## src/rtl/cmd_dispatch_multich_if.sv

```systemverilog
// Bundle of command, response, SPI, capture and config signals around the dispatcher.
// master = the dispatcher itself, slave = the surrounding UART/SPI/capture logic.
interface cmd_dispatch_multich_if #(
    parameter int NUM_CH = 3,
    parameter int POS_W  = 9
);
    logic [23:0]         cmd;
    logic                cmd_rdy;
    logic                clr_cmd_rdy;
    logic [7:0]          resp_data;
    logic                send_resp;
    logic                resp_sent;
    logic [NUM_CH+1:0]   ss;
    logic                wrt_SPI;
    logic [15:0]         SPI_data;
    logic                SPI_done;
    logic [7:0]          EEP_data;
    logic                start_dump;
    logic [2:0]          dump_channel;
    logic                dump_rdy;
    logic                send_dump;
    logic [7:0]          dump_data;
    logic                dump_finished;
    logic [5:0]          trig_cfg;
    logic [3:0]          decimator;
    logic [POS_W-1:0]    trig_pos;

    modport master (
        input  cmd, cmd_rdy, resp_sent, SPI_done, EEP_data,
               send_dump, dump_data, dump_finished,
        output clr_cmd_rdy, resp_data, send_resp, ss, wrt_SPI, SPI_data,
               start_dump, dump_channel, dump_rdy, trig_cfg, decimator, trig_pos
    );

    modport slave (
        output cmd, cmd_rdy, resp_sent, SPI_done, EEP_data,
               send_dump, dump_data, dump_finished,
        input  clr_cmd_rdy, resp_data, send_resp, ss, wrt_SPI, SPI_data,
               start_dump, dump_channel, dump_rdy, trig_cfg, decimator, trig_pos
    );
endinterface

```

## src/rtl/cmd_dispatch_multich.sv

```systemverilog
// Command dispatcher: decodes 24-bit commands into config writes, one-hot SPI
// transactions with timeout, and a flow-controlled capture dump path.
module cmd_dispatch_multich #(
    parameter int NUM_CH = 3,
    parameter int POS_W  = 9,
    parameter int SPI_TO = 1024
) (
    input logic                    clk,
    input logic                    rst_n,
    cmd_dispatch_multich_if.master bus
);
    localparam int SS_W  = NUM_CH + 2;
    localparam int CNT_W = $clog2(SPI_TO + 1);
    localparam logic [7:0] ACK  = 8'hA5;
    localparam logic [7:0] NACK = 8'hEE;
    localparam logic [SS_W-1:0] SS_TRIG = SS_W'(1) << NUM_CH;
    localparam logic [SS_W-1:0] SS_EEP  = SS_W'(1) << (NUM_CH + 1);

    typedef enum logic [2:0] {IDLE, SPI_WAIT, EEP_RD1, EEP_RD2, DUMP, WAIT_RESP} state_t;

    state_t           state;
    logic [CNT_W-1:0] to_cnt;
    logic             dump_pend;
    logic             fin_latch;

    logic [7:0] opcode;
    logic [2:0] ch;
    logic       ch_bad;
    logic       timed_out;
    logic       imm_resp;
    logic [7:0] imm_byte;

    function automatic logic [7:0] gain_lut(input logic [2:0] idx);
        case (idx)
            3'd0:    gain_lut = 8'h02;
            3'd1:    gain_lut = 8'h05;
            3'd2:    gain_lut = 8'h09;
            3'd3:    gain_lut = 8'h14;
            3'd4:    gain_lut = 8'h28;
            3'd5:    gain_lut = 8'h46;
            3'd6:    gain_lut = 8'h6B;
            default: gain_lut = 8'hDD;
        endcase
    endfunction

    assign opcode    = bus.cmd[23:16];
    assign ch        = bus.cmd[10:8];
    assign ch_bad    = int'(ch) >= NUM_CH;
    assign timed_out = (to_cnt == CNT_W'(SPI_TO));

    // Commands answered straight from IDLE (ACK, NACK or a register readback).
    always_comb begin
        imm_resp = 1'b1;
        imm_byte = NACK;
        case (opcode)
            8'h01, 8'h02:        imm_resp = ch_bad;
            8'h03, 8'h08, 8'h09: imm_resp = 1'b0;
            8'h04, 8'h05, 8'h06: imm_byte = ACK;
            8'h07:               imm_byte = {2'b00, bus.trig_cfg};
            default:             imm_byte = NACK;
        endcase
    end

    always_ff @(posedge clk or negedge rst_n) begin
        if (!rst_n) begin
            state            <= IDLE;
            to_cnt           <= '0;
            dump_pend        <= 1'b0;
            fin_latch        <= 1'b0;
            bus.clr_cmd_rdy  <= 1'b0;
            bus.resp_data    <= '0;
            bus.send_resp    <= 1'b0;
            bus.ss           <= '0;
            bus.wrt_SPI      <= 1'b0;
            bus.SPI_data     <= '0;
            bus.start_dump   <= 1'b0;
            bus.dump_channel <= '0;
            bus.dump_rdy     <= 1'b0;
            bus.trig_cfg     <= '0;
            bus.decimator    <= '0;
            bus.trig_pos     <= '0;
        end else begin
            bus.clr_cmd_rdy <= 1'b0;
            bus.send_resp   <= 1'b0;
            bus.wrt_SPI     <= 1'b0;
            bus.start_dump  <= 1'b0;

            case (state)
                IDLE: if (bus.cmd_rdy) begin
                    bus.clr_cmd_rdy <= 1'b1;
                    if (imm_resp) begin
                        bus.resp_data <= imm_byte;
                        bus.send_resp <= 1'b1;
                        state         <= WAIT_RESP;
                    end
                    case (opcode)
                        8'h01: if (!ch_bad) begin
                            bus.dump_channel <= ch;
                            bus.start_dump   <= 1'b1;
                            bus.dump_rdy     <= 1'b1;
                            dump_pend        <= 1'b0;
                            fin_latch        <= 1'b0;
                            state            <= DUMP;
                        end
                        8'h02: if (!ch_bad) begin
                            bus.SPI_data <= {8'h13, gain_lut(bus.cmd[14:12])};
                            bus.ss       <= SS_W'(1) << ch;
                            bus.wrt_SPI  <= 1'b1;
                            to_cnt       <= '0;
                            state        <= SPI_WAIT;
                        end
                        8'h03: begin
                            bus.SPI_data <= {8'h13, bus.cmd[7:0]};
                            bus.ss       <= SS_TRIG;
                            bus.wrt_SPI  <= 1'b1;
                            to_cnt       <= '0;
                            state        <= SPI_WAIT;
                        end
                        8'h04: bus.trig_pos  <= bus.cmd[POS_W-1:0];
                        8'h05: bus.decimator <= bus.cmd[3:0];
                        8'h06: bus.trig_cfg  <= bus.cmd[13:8];
                        8'h08: begin
                            bus.SPI_data <= {2'b01, bus.cmd[13:0]};
                            bus.ss       <= SS_EEP;
                            bus.wrt_SPI  <= 1'b1;
                            to_cnt       <= '0;
                            state        <= SPI_WAIT;
                        end
                        8'h09: begin
                            bus.SPI_data <= {2'b00, bus.cmd[13:8], 8'h00};
                            bus.ss       <= SS_EEP;
                            bus.wrt_SPI  <= 1'b1;
                            to_cnt       <= '0;
                            state        <= EEP_RD1;
                        end
                        default: ;
                    endcase
                end

                // SPI_done is checked before the timeout so a late completion still wins.
                SPI_WAIT, EEP_RD1, EEP_RD2: begin
                    if (bus.SPI_done) begin
                        if (state == EEP_RD1) begin
                            bus.wrt_SPI  <= 1'b1;
                            bus.SPI_data <= 16'h0000;
                            to_cnt       <= '0;
                            state        <= EEP_RD2;
                        end else begin
                            bus.ss        <= '0;
                            bus.resp_data <= (state == EEP_RD2) ? bus.EEP_data : ACK;
                            bus.send_resp <= 1'b1;
                            state         <= WAIT_RESP;
                        end
                    end else if (timed_out) begin
                        bus.ss        <= '0;
                        bus.resp_data <= NACK;
                        bus.send_resp <= 1'b1;
                        state         <= WAIT_RESP;
                    end else begin
                        to_cnt <= to_cnt + CNT_W'(1);
                    end
                end

                // One byte in flight at a time; exit only once the finish latch is set
                // and the last forwarded byte has been acknowledged.
                DUMP: begin
                    if (bus.dump_finished) fin_latch <= 1'b1;
                    if (bus.send_dump && !dump_pend) begin
                        bus.resp_data <= bus.dump_data;
                        bus.send_resp <= 1'b1;
                        bus.dump_rdy  <= 1'b0;
                        dump_pend     <= 1'b1;
                    end else if (dump_pend && bus.resp_sent) begin
                        dump_pend <= 1'b0;
                        if (fin_latch || bus.dump_finished) begin
                            bus.dump_rdy <= 1'b0;
                            fin_latch    <= 1'b0;
                            state        <= IDLE;
                        end else begin
                            bus.dump_rdy <= 1'b1;
                        end
                    end else if (!dump_pend && (fin_latch || bus.dump_finished)) begin
                        bus.dump_rdy <= 1'b0;
                        fin_latch    <= 1'b0;
                        state        <= IDLE;
                    end
                end

                WAIT_RESP: if (bus.resp_sent) state <= IDLE;

                default: state <= IDLE;
            endcase
        end
    end
endmodule

```

## src/flat_wrapper.sv

```systemverilog
// flat-port wrapper written by rule: the top's interface ports become plain ports
module cmd_dispatch_multich_flat 
#(
    parameter int NUM_CH = 3,
    parameter int POS_W  = 9,
    parameter int SPI_TO = 1024
)
  (clk, rst_n, bus_cmd, bus_cmd_rdy, bus_resp_sent, bus_SPI_done, bus_EEP_data, bus_send_dump, bus_dump_data, bus_dump_finished, bus_clr_cmd_rdy, bus_resp_data, bus_send_resp, bus_ss, bus_wrt_SPI, bus_SPI_data, bus_start_dump, bus_dump_channel, bus_dump_rdy, bus_trig_cfg, bus_decimator, bus_trig_pos);
  cmd_dispatch_multich_if #(.NUM_CH(NUM_CH), .POS_W(POS_W)) bus_i ();
  input logic clk;
  input logic rst_n;
  input wire logic [$bits(bus_i.cmd)-1:0] bus_cmd;
  input wire logic [$bits(bus_i.cmd_rdy)-1:0] bus_cmd_rdy;
  input wire logic [$bits(bus_i.resp_sent)-1:0] bus_resp_sent;
  input wire logic [$bits(bus_i.SPI_done)-1:0] bus_SPI_done;
  input wire logic [$bits(bus_i.EEP_data)-1:0] bus_EEP_data;
  input wire logic [$bits(bus_i.send_dump)-1:0] bus_send_dump;
  input wire logic [$bits(bus_i.dump_data)-1:0] bus_dump_data;
  input wire logic [$bits(bus_i.dump_finished)-1:0] bus_dump_finished;
  output wire logic [$bits(bus_i.clr_cmd_rdy)-1:0] bus_clr_cmd_rdy;
  output wire logic [$bits(bus_i.resp_data)-1:0] bus_resp_data;
  output wire logic [$bits(bus_i.send_resp)-1:0] bus_send_resp;
  output wire logic [$bits(bus_i.ss)-1:0] bus_ss;
  output wire logic [$bits(bus_i.wrt_SPI)-1:0] bus_wrt_SPI;
  output wire logic [$bits(bus_i.SPI_data)-1:0] bus_SPI_data;
  output wire logic [$bits(bus_i.start_dump)-1:0] bus_start_dump;
  output wire logic [$bits(bus_i.dump_channel)-1:0] bus_dump_channel;
  output wire logic [$bits(bus_i.dump_rdy)-1:0] bus_dump_rdy;
  output wire logic [$bits(bus_i.trig_cfg)-1:0] bus_trig_cfg;
  output wire logic [$bits(bus_i.decimator)-1:0] bus_decimator;
  output wire logic [$bits(bus_i.trig_pos)-1:0] bus_trig_pos;
  assign bus_i.cmd = bus_cmd;
  assign bus_i.cmd_rdy = bus_cmd_rdy;
  assign bus_i.resp_sent = bus_resp_sent;
  assign bus_i.SPI_done = bus_SPI_done;
  assign bus_i.EEP_data = bus_EEP_data;
  assign bus_i.send_dump = bus_send_dump;
  assign bus_i.dump_data = bus_dump_data;
  assign bus_i.dump_finished = bus_dump_finished;
  assign bus_clr_cmd_rdy = bus_i.clr_cmd_rdy;
  assign bus_resp_data = bus_i.resp_data;
  assign bus_send_resp = bus_i.send_resp;
  assign bus_ss = bus_i.ss;
  assign bus_wrt_SPI = bus_i.wrt_SPI;
  assign bus_SPI_data = bus_i.SPI_data;
  assign bus_start_dump = bus_i.start_dump;
  assign bus_dump_channel = bus_i.dump_channel;
  assign bus_dump_rdy = bus_i.dump_rdy;
  assign bus_trig_cfg = bus_i.trig_cfg;
  assign bus_decimator = bus_i.decimator;
  assign bus_trig_pos = bus_i.trig_pos;
  cmd_dispatch_multich #(.NUM_CH(NUM_CH), .POS_W(POS_W), .SPI_TO(SPI_TO)) u_core (.clk(clk), .rst_n(rst_n), .bus(bus_i));
endmodule
```

## config.mk

```make
export PLATFORM = sky130hd
export DESIGN_NAME = cmd_dispatch_multich_flat
export DESIGN_NICKNAME = d
export VERILOG_FILES = /design/src/rtl/cmd_dispatch_multich_if.sv /design/src/rtl/cmd_dispatch_multich.sv /design/src/flat_wrapper.sv
export SDC_FILE = /design/constraint.sdc
export NUM_CORES = 1
export LEC_CHECK = 0
export CORE_ASPECT_RATIO = 1.2
export CORE_MARGIN = 3
export CORE_UTILIZATION = 52
export CTS_CLUSTER_SIZE = 40
export DETAILED_ROUTE_END_ITERATION = 7
export GPL_TIMING_DRIVEN = 0
export PLACE_DENSITY = 0.85
export SETUP_SLACK_MARGIN = 0.5
export SKIP_LAST_GASP = 1
export SYNTH_ARGS = -nofsm -noshare
export SYNTH_HDL_FRONTEND = slang
export SYNTH_SLANG_ARGS = --single-unit
```

## constraint.sdc

```tcl
create_clock -name clk -period 3.34 [get_ports clk]
set_input_delay 0.668 -clock clk [delete_from_list [all_inputs] [get_ports clk]]
set_output_delay 0.668 -clock clk [all_outputs]
set_load 0.05 [all_outputs]
```

======== Word level (Yosys, flattened, before mapping) ========
Index checks and enable logic that the tools add are counted.
word-level totals
  flip-flop bits (word level) ............. 72
  output and inout bits ................... 56
cells by class
  add/subtract/negate cells ............... 1
  order comparisons ....................... 1
  equality and inequality tests ........... 42
  shift operators ......................... 1
  mux-type cells .......................... 83
  bitwise gates (word level) .............. 1
  reduce and logical (&&, ||, !) cells .... 28
operator list
  operator                                                                count
  16-bit two-way mux                                                      4
  16-bit case mux with 4 select lines                                     1
  8-bit two-way mux                                                       7
  8-bit case mux with 7 select lines                                      1
  11-bit two-way mux                                                      5
  11-bit case mux with 2 select lines                                     2
  3-bit two-way mux                                                       12
  8-bit by 3-bit equality test with 1-bit output (second input constant)  4
  1-bit two-way mux                                                       32
  16-bit case mux with 2 select lines                                     1
  6-bit AND reduction                                                     5
  5-bit two-way mux                                                       5
  3-bit case mux with 4 select lines                                      2
  8-bit case mux with 3 select lines                                      1
  8-bit by 2-bit equality test with 1-bit output (second input constant)  2
  8-bit by 4-bit equality test with 1-bit output (second input constant)  2
  8-bit case mux with 2 select lines                                      1
  3-bit equality test (second input constant)                             5
  3-bit inequality test (second input constant)                           5
  5-bit case mux with 3 select lines                                      1
  3-bit by 2-bit equality test with 1-bit output (second input constant)  4
  2-bit inequality test (second input constant)                           6
  1-bit case mux with 2 select lines                                      6
  11-bit by 1-bit adder with 11-bit output (second input constant)        1
  other kinds (25)                                                        42

======== Logic depth before layout (Yosys ltp) ========
  word-level depth ........................ 8
  gate-level depth with buffers ........... 8
  depth with buffers taken out ............ 6

======== Least setup slack after synthesis ========
OpenSTA, ideal clock, no wires.
  kind .................................... input to register
  start point ............................. input port bus_cmd[21]
  end point ............................... register u_core.bus.resp_data[0]
  setup time .............................. 0.125 ns
  arrival time ............................ 2.531 ns
  required time ........................... 3.215 ns
  setup slack ............................. 0.684 ns
  stages on the path ...................... 5
  cells stage by stage .................... or4_4 -> buf_6 -> a311o_1 -> a221oi_4 -> mux2_2
on the way
  cells in the longest elaborated chain, start to end .. 6
  elaborated cells on any way between the ends .. 19
ends and longest elaborated chain
  item                                            line                           RTL
  start, declared                                 flat_wrapper.sv:12             input wire logic [$bits(bus_i.cmd)-1:0] bus_cmd;
  8-bit by 3-bit equality test with 1-bit output  cmd_dispatch_multich.sv:55     case (opcode)
  3-bit OR reduction                              cmd_dispatch_multich.sv:55
  8-bit case mux with 2 select lines              cmd_dispatch_multich.sv:55
  8-bit two-way mux                               cmd_dispatch_multich.sv:91     if (imm_resp) begin
  8-bit two-way mux                               cmd_dispatch_multich.sv:89     IDLE: if (bus.cmd_rdy) begin
  8-bit case mux with 3 select lines              cmd_dispatch_multich.sv:88     case (state)
  end signal, assigned                            cmd_dispatch_multich.sv:92     bus.resp_data <= imm_byte;
  end signal, assigned                            cmd_dispatch_multich.sv:150    bus.resp_data <= (state == EEP_RD2) ? bus.EEP_data : ACK;
  end signal, assigned                            cmd_dispatch_multich.sv:169    bus.resp_data <= bus.dump_data;
  end, declared                                   cmd_dispatch_multich_if.sv:31  output clr_cmd_rdy, resp_data, send_resp, ss, wrt_SPI, SPI_data,
Several ways; a longest one is shown, not always the timed one. The select of a mux whose other input is x is not followed.
A chain may end at the register's enable or synchronous reset.

======== Worst setup path in the final report ========
  start point ............................. input port bus_cmd[16]
  end point ............................... register u_core.bus.resp_data[1]
The elaborated chain is that of the path after synthesis.

==> results.py <==
metrics = {
    "sta": {
        "finalMaxSlewViolations": 0,
        "finalHoldViolCount": 0,
        "worstMarginPinSlew_ns": 0.884,
        "period_share": 0.820,
        "min_period_ns": 2.74,
        "finalSetupViolations": 0,
        "fmax_ghz": 0.365,
        "rsz0062_at_grt": "false",
        "finalWorstSetupSlack_ns": 0.600,
        "skew_ns": 0.00859,
        "relSlewSlack": 0.411,
    },
    "hold_path": {
        "hp-class": "input pin to async pin",
    },
    "global_route": {
        "grt_pass1_wl_um": 16900,
        "grt-ovfl-total": 0,
        "grt_max_degree": 72,
        "grt_pass1_vias": 3548,
        "grt.total_usage": 0.255,
        "antenna_found_initial": 0,
    },
    "setup_path": {
        "worst_path_max_delay_cell": "clkdlybuf4s50_1",
        "crit_cells": 7,
        "crit_path_end": "u_core.bus.resp_data[1]$_DFFE_PN0P_",
        "rr_worst_depth": 8,
        "worstPathMaxFanout": 8,
        "required_ns": 3.58,
        "r2r-end": "u_core.bus.SPI_data[12]$_DFFE_PN0P_",
        "endpoint_kind": "flop",
        "arrival_ns": 2.98,
        "slowest_delay_ns": 0.63,
        "worst_setup_path_start_kind": "input pin",
        "crit_family": "compound AO/OA/AOI/OAI gates",
        "r2r_start": "u_core.state[1]$_DFFE_PN0P_",
        "r2r_slack_ns": 0.72,
        "critPathLaunch": "bus_cmd[16]",
        "path_buf_inv": 2,
        "cp_cell_sequence": "clkdlybuf4s50_1, nor2b_2, o21ai_0, a311o_1, a221oi_4, buf_12, mux2_2",
        "worst-setup-path-type": "input pin to flop",
    },
    "power": {
        "p_sw_mw": 1.35,
        "p_seq_frac": 0.328,
        "p_leak_nw": 2.23,
        "vdd_drop_max_uv": 342,
        "combPwrFrac": 0.437,
        "power.density_nw_per_um2": 653,
        "p_int_mw": 1.97,
        "p_clk_frac": 0.235,
        "switching_share": 0.407,
        "power_mw": 3.32,
    },
    "die": {
        "initial_utilization": 0.540,
        "row_count": 33,
        "core_sq_um": 6940,
        "die_w_um": 83.5,
        "die_area_sq_um": 8270,
        "io_pins": 103,
        "die_h_um": 99.0,
    },
    "yosys": {
        "synthArstFlopShare": 1.00,
        "yosys_warnings": 0,
        "syn_nets": 423,
        "synth_edf_count": 0,
        "ys_seq_area_frac": 0.474,
        "netlist-cell-type-count": 57,
        "netlist_area_sq_um": 3750,
        "avgSynthCellArea_sq_um": 10.0,
        "ys_seq_elements": 71,
        "synthesis.instances": 374,
        "synthFlopType": "dfrtp_1",
    },
    "clock_tree": {
        "clock_sinks": 71,
        "insertion_delay_ns": 0.35,
        "clockBufferDepth": 2,
        "cts_buffers": 9,
        "clockRootBuffer": "clkbuf_8",
        "htreeDepth": 3,
        "clkSlewWorstSetupHoldPaths_ns": 0.08,
        "cts_tree": "done",
        "ctsHoldBuffers": 0,
    },
    "route": {
        "wl_met2_um": 5330,
        "route.detailed.drc": 0,
        "ant_nets": 0,
        "wl_met1_um": 4170,
        "vias": 3527,
        "routed.top_layer": "met4",
        "viasPerCell": 6.13,
        "drt_wl_total_um": 10500,
        "wl_met3_um": 801,
        "wl_per_cell_um": 18.2,
        "first_iter_violations": 298,
        "dr.pass1.iters": 7,
    },
    "placement": {
        "pre_cts_slack_ns": -0.0194,
        "dp_hpwl_um": 7650,
        "port_buffers": 96,
        "gp_congestion": 0.896,
    },
    "status": {
        "status": "complete, no violations",
    },
    "cells_and_area": {
        "flow.area_growth_from_synthesis_pct": 35.7,
        "nets": 532,
        "drive_above_1_share": 0.127,
        "diodes": 0,
    },
    "run": {
        "max_cap_viol_count": 0,
    },
}
-- state kept, by name, indices dropped and copies added, names as in the netlist --
signal	count
u_core.bus.send_resp	1
u_core.bus.resp_data	8
u_core.to_cnt	11
u_core.bus.wrt_SPI	1
u_core.bus.trig_cfg	6
u_core.bus.clr_cmd_rdy	1
u_core.bus.dump_rdy	1
u_core.bus.trig_pos	9
u_core.bus.SPI_data	15
u_core.state	3
u_core.bus.dump_channel	3
u_core.bus.decimator	4
u_core.bus.ss	5
u_core.bus.start_dump	1
u_core.fin_latch	1
u_core.dump_pend	1
-- cells in the final DEF (no fill, tap or decap), types with 3 or more instances in the layout --
master and instances:
xnor2_1 4, nand3b_1 3, nor2_1 21, o31ai_1 10, o21ai_0 27, or3_1 9
nand2b_1 7, o311ai_0 3, clkbuf_1 13, buf_4 3, a21oi_1 20, inv_1 11
and4_1 5, a31oi_1 6, nand3_1 9, and3_1 5, a211o_1 5, mux2_2 30
a22o_1 5, nor2b_1 4, clkdlybuf4s50_1 95, nand4_1 4, clkbuf_8 9, o211ai_1 3
a32o_1 3, or4_1 3, a21o_1 5, a22oi_1 5, nor4_1 3, o22ai_1 4
nor3_1 6, dfrtp_1 71, mux2i_1 3, nand2_1 31, clkinv_4 4
-- worst min path at each step --
stage | from | to | cells past startpoint
after floorplan | rst_n | u_core.bus.SPI_data[0]$_DFFE_PN0P_ | 0
after global placement | u_core.bus.SPI_data[14]$_DFFE_PN0P_ | u_core.bus.SPI_data[14]$_DFFE_PN0P_ | 2
after detailed placement | u_core.bus.SPI_data[14]$_DFFE_PN0P_ | u_core.bus.SPI_data[14]$_DFFE_PN0P_ | 2
after CTS | rst_n | u_core.bus.clr_cmd_rdy$_DFF_PN0_ | 1
after global routing | rst_n | u_core.bus.trig_pos[3]$_DFFE_PN0P_ | 1
final | rst_n | u_core.to_cnt[7]$_DFFE_PN0P_ | 1
-- cell usage after synthesis (3+ instances only) --
cell	count	area, sq um
a211o_1	5	43.8
a21o_1	5	37.5
a21oi_1	21	105
a22o_1	5	43.8
a22oi_1	5	37.5
a31oi_1	6	37.5
a32o_1	3	30.0
and3_1	5	31.3
and4_1	5	43.8
buf_1	3	11.3
clkbuf_1	12	45.0
dfrtp_1	71	1780
inv_1	11	41.3
mux2_2	30	338
mux2i_1	3	30.0
nand2_1	31	116
nand2b_1	7	43.8
nand3_1	9	45.0
nand3b_1	3	22.5
nand4_1	4	25.0
nor2_1	22	82.6
nor2b_1	5	31.3
nor3_1	6	30.0
nor4_1	3	18.8
o211ai_1	3	22.5
o21ai_0	27	135
o22ai_1	4	25.0
o311ai_0	3	26.3
o31ai_1	10	75.1
or3_1	9	56.3
or4_1	3	22.5
xnor2_1	4	35.0
-- per-layer routing --
metal,GRT usage,vias to the layer above
met3,0.0803,23
met4,0.0842,0
met2,0.445,157
met1,0.299,1720
met5,0,-
li1,-,1627
-- worst reg2reg max path: stages (launching register included) --
cell and delay (ns):
dfrtp_1 0.37, clkbuf_1 0.20, or2_1 0.25, clkbuf_1 0.25, nor3_4 0.40, a31oi_1 0.24
inv_2 0.22, clkbuf_1 0.43, a21oi_1 0.13
-- layout make-up --
cell class / count / area (sq um)
Clock buffer: 10 / 128
Clock inverter: 6 / 95.1
Fill cell: 500 / 1850
Timing Repair Buffer: 98 / 986
Inverter: 13 / 48.8
Multi-Input combinational cell: 273 / 1870
Buffer: 17 / 76.3
Sequential cell: 71 / 1780
Tap cell: 87 / 109
-- logic make-up (layout without fill, tap and decap cells) --
family,Yosys count,in the layout,synth area share
and+or+nand+nor,123,123,0.179
buffers and inverters,30,144,0.0330
AOI/OAI and AO/OA,110,110,0.199
muxes,33,33,0.0981
DFF,71,71,0.474
xor gates and xnor gates,4,4,0.00934
adders and majority gates,2,2,0.00667
other,1,1,0.00100
-- per-stage QoR --
step	area, sq um	hold slack, ns	cells	setup TNS (ns)	util
floorplan	3750	0.372	374	0	-
global placement	4820	0.454	557	-54.08	0.695
detailed placement	4820	0.460	557	-0.0512	0.694
CTS	5070	0.470	575	0	0.731
global route	5090	0.495	575	0	0.733
finish	5090	0.440	575	0	0.733
-- power groups by stage --
stage | combinational [mW] | clock [mW] | sequential [mW]
3_5_place_dp | 1.38 | 0 | 1.10
2_1_floorplan | 0.631 | 0 | 1.40
6_report | 1.45 | 0.780 | 1.09
5_1_grt | 1.55 | 0.819 | 1.11
3_3_place_gp | 1.36 | 0 | 1.09
4_1_cts | 1.43 | 0.779 | 1.08
-- repair_timing --
item,CTS,global route
endpoints found under the setup margin,23,36
pin swaps,1,0
buffers inserted,2,0
gates resized for setup,1,6
hold endpoints to repair,0,0
(Power assumes the default switching activity.)
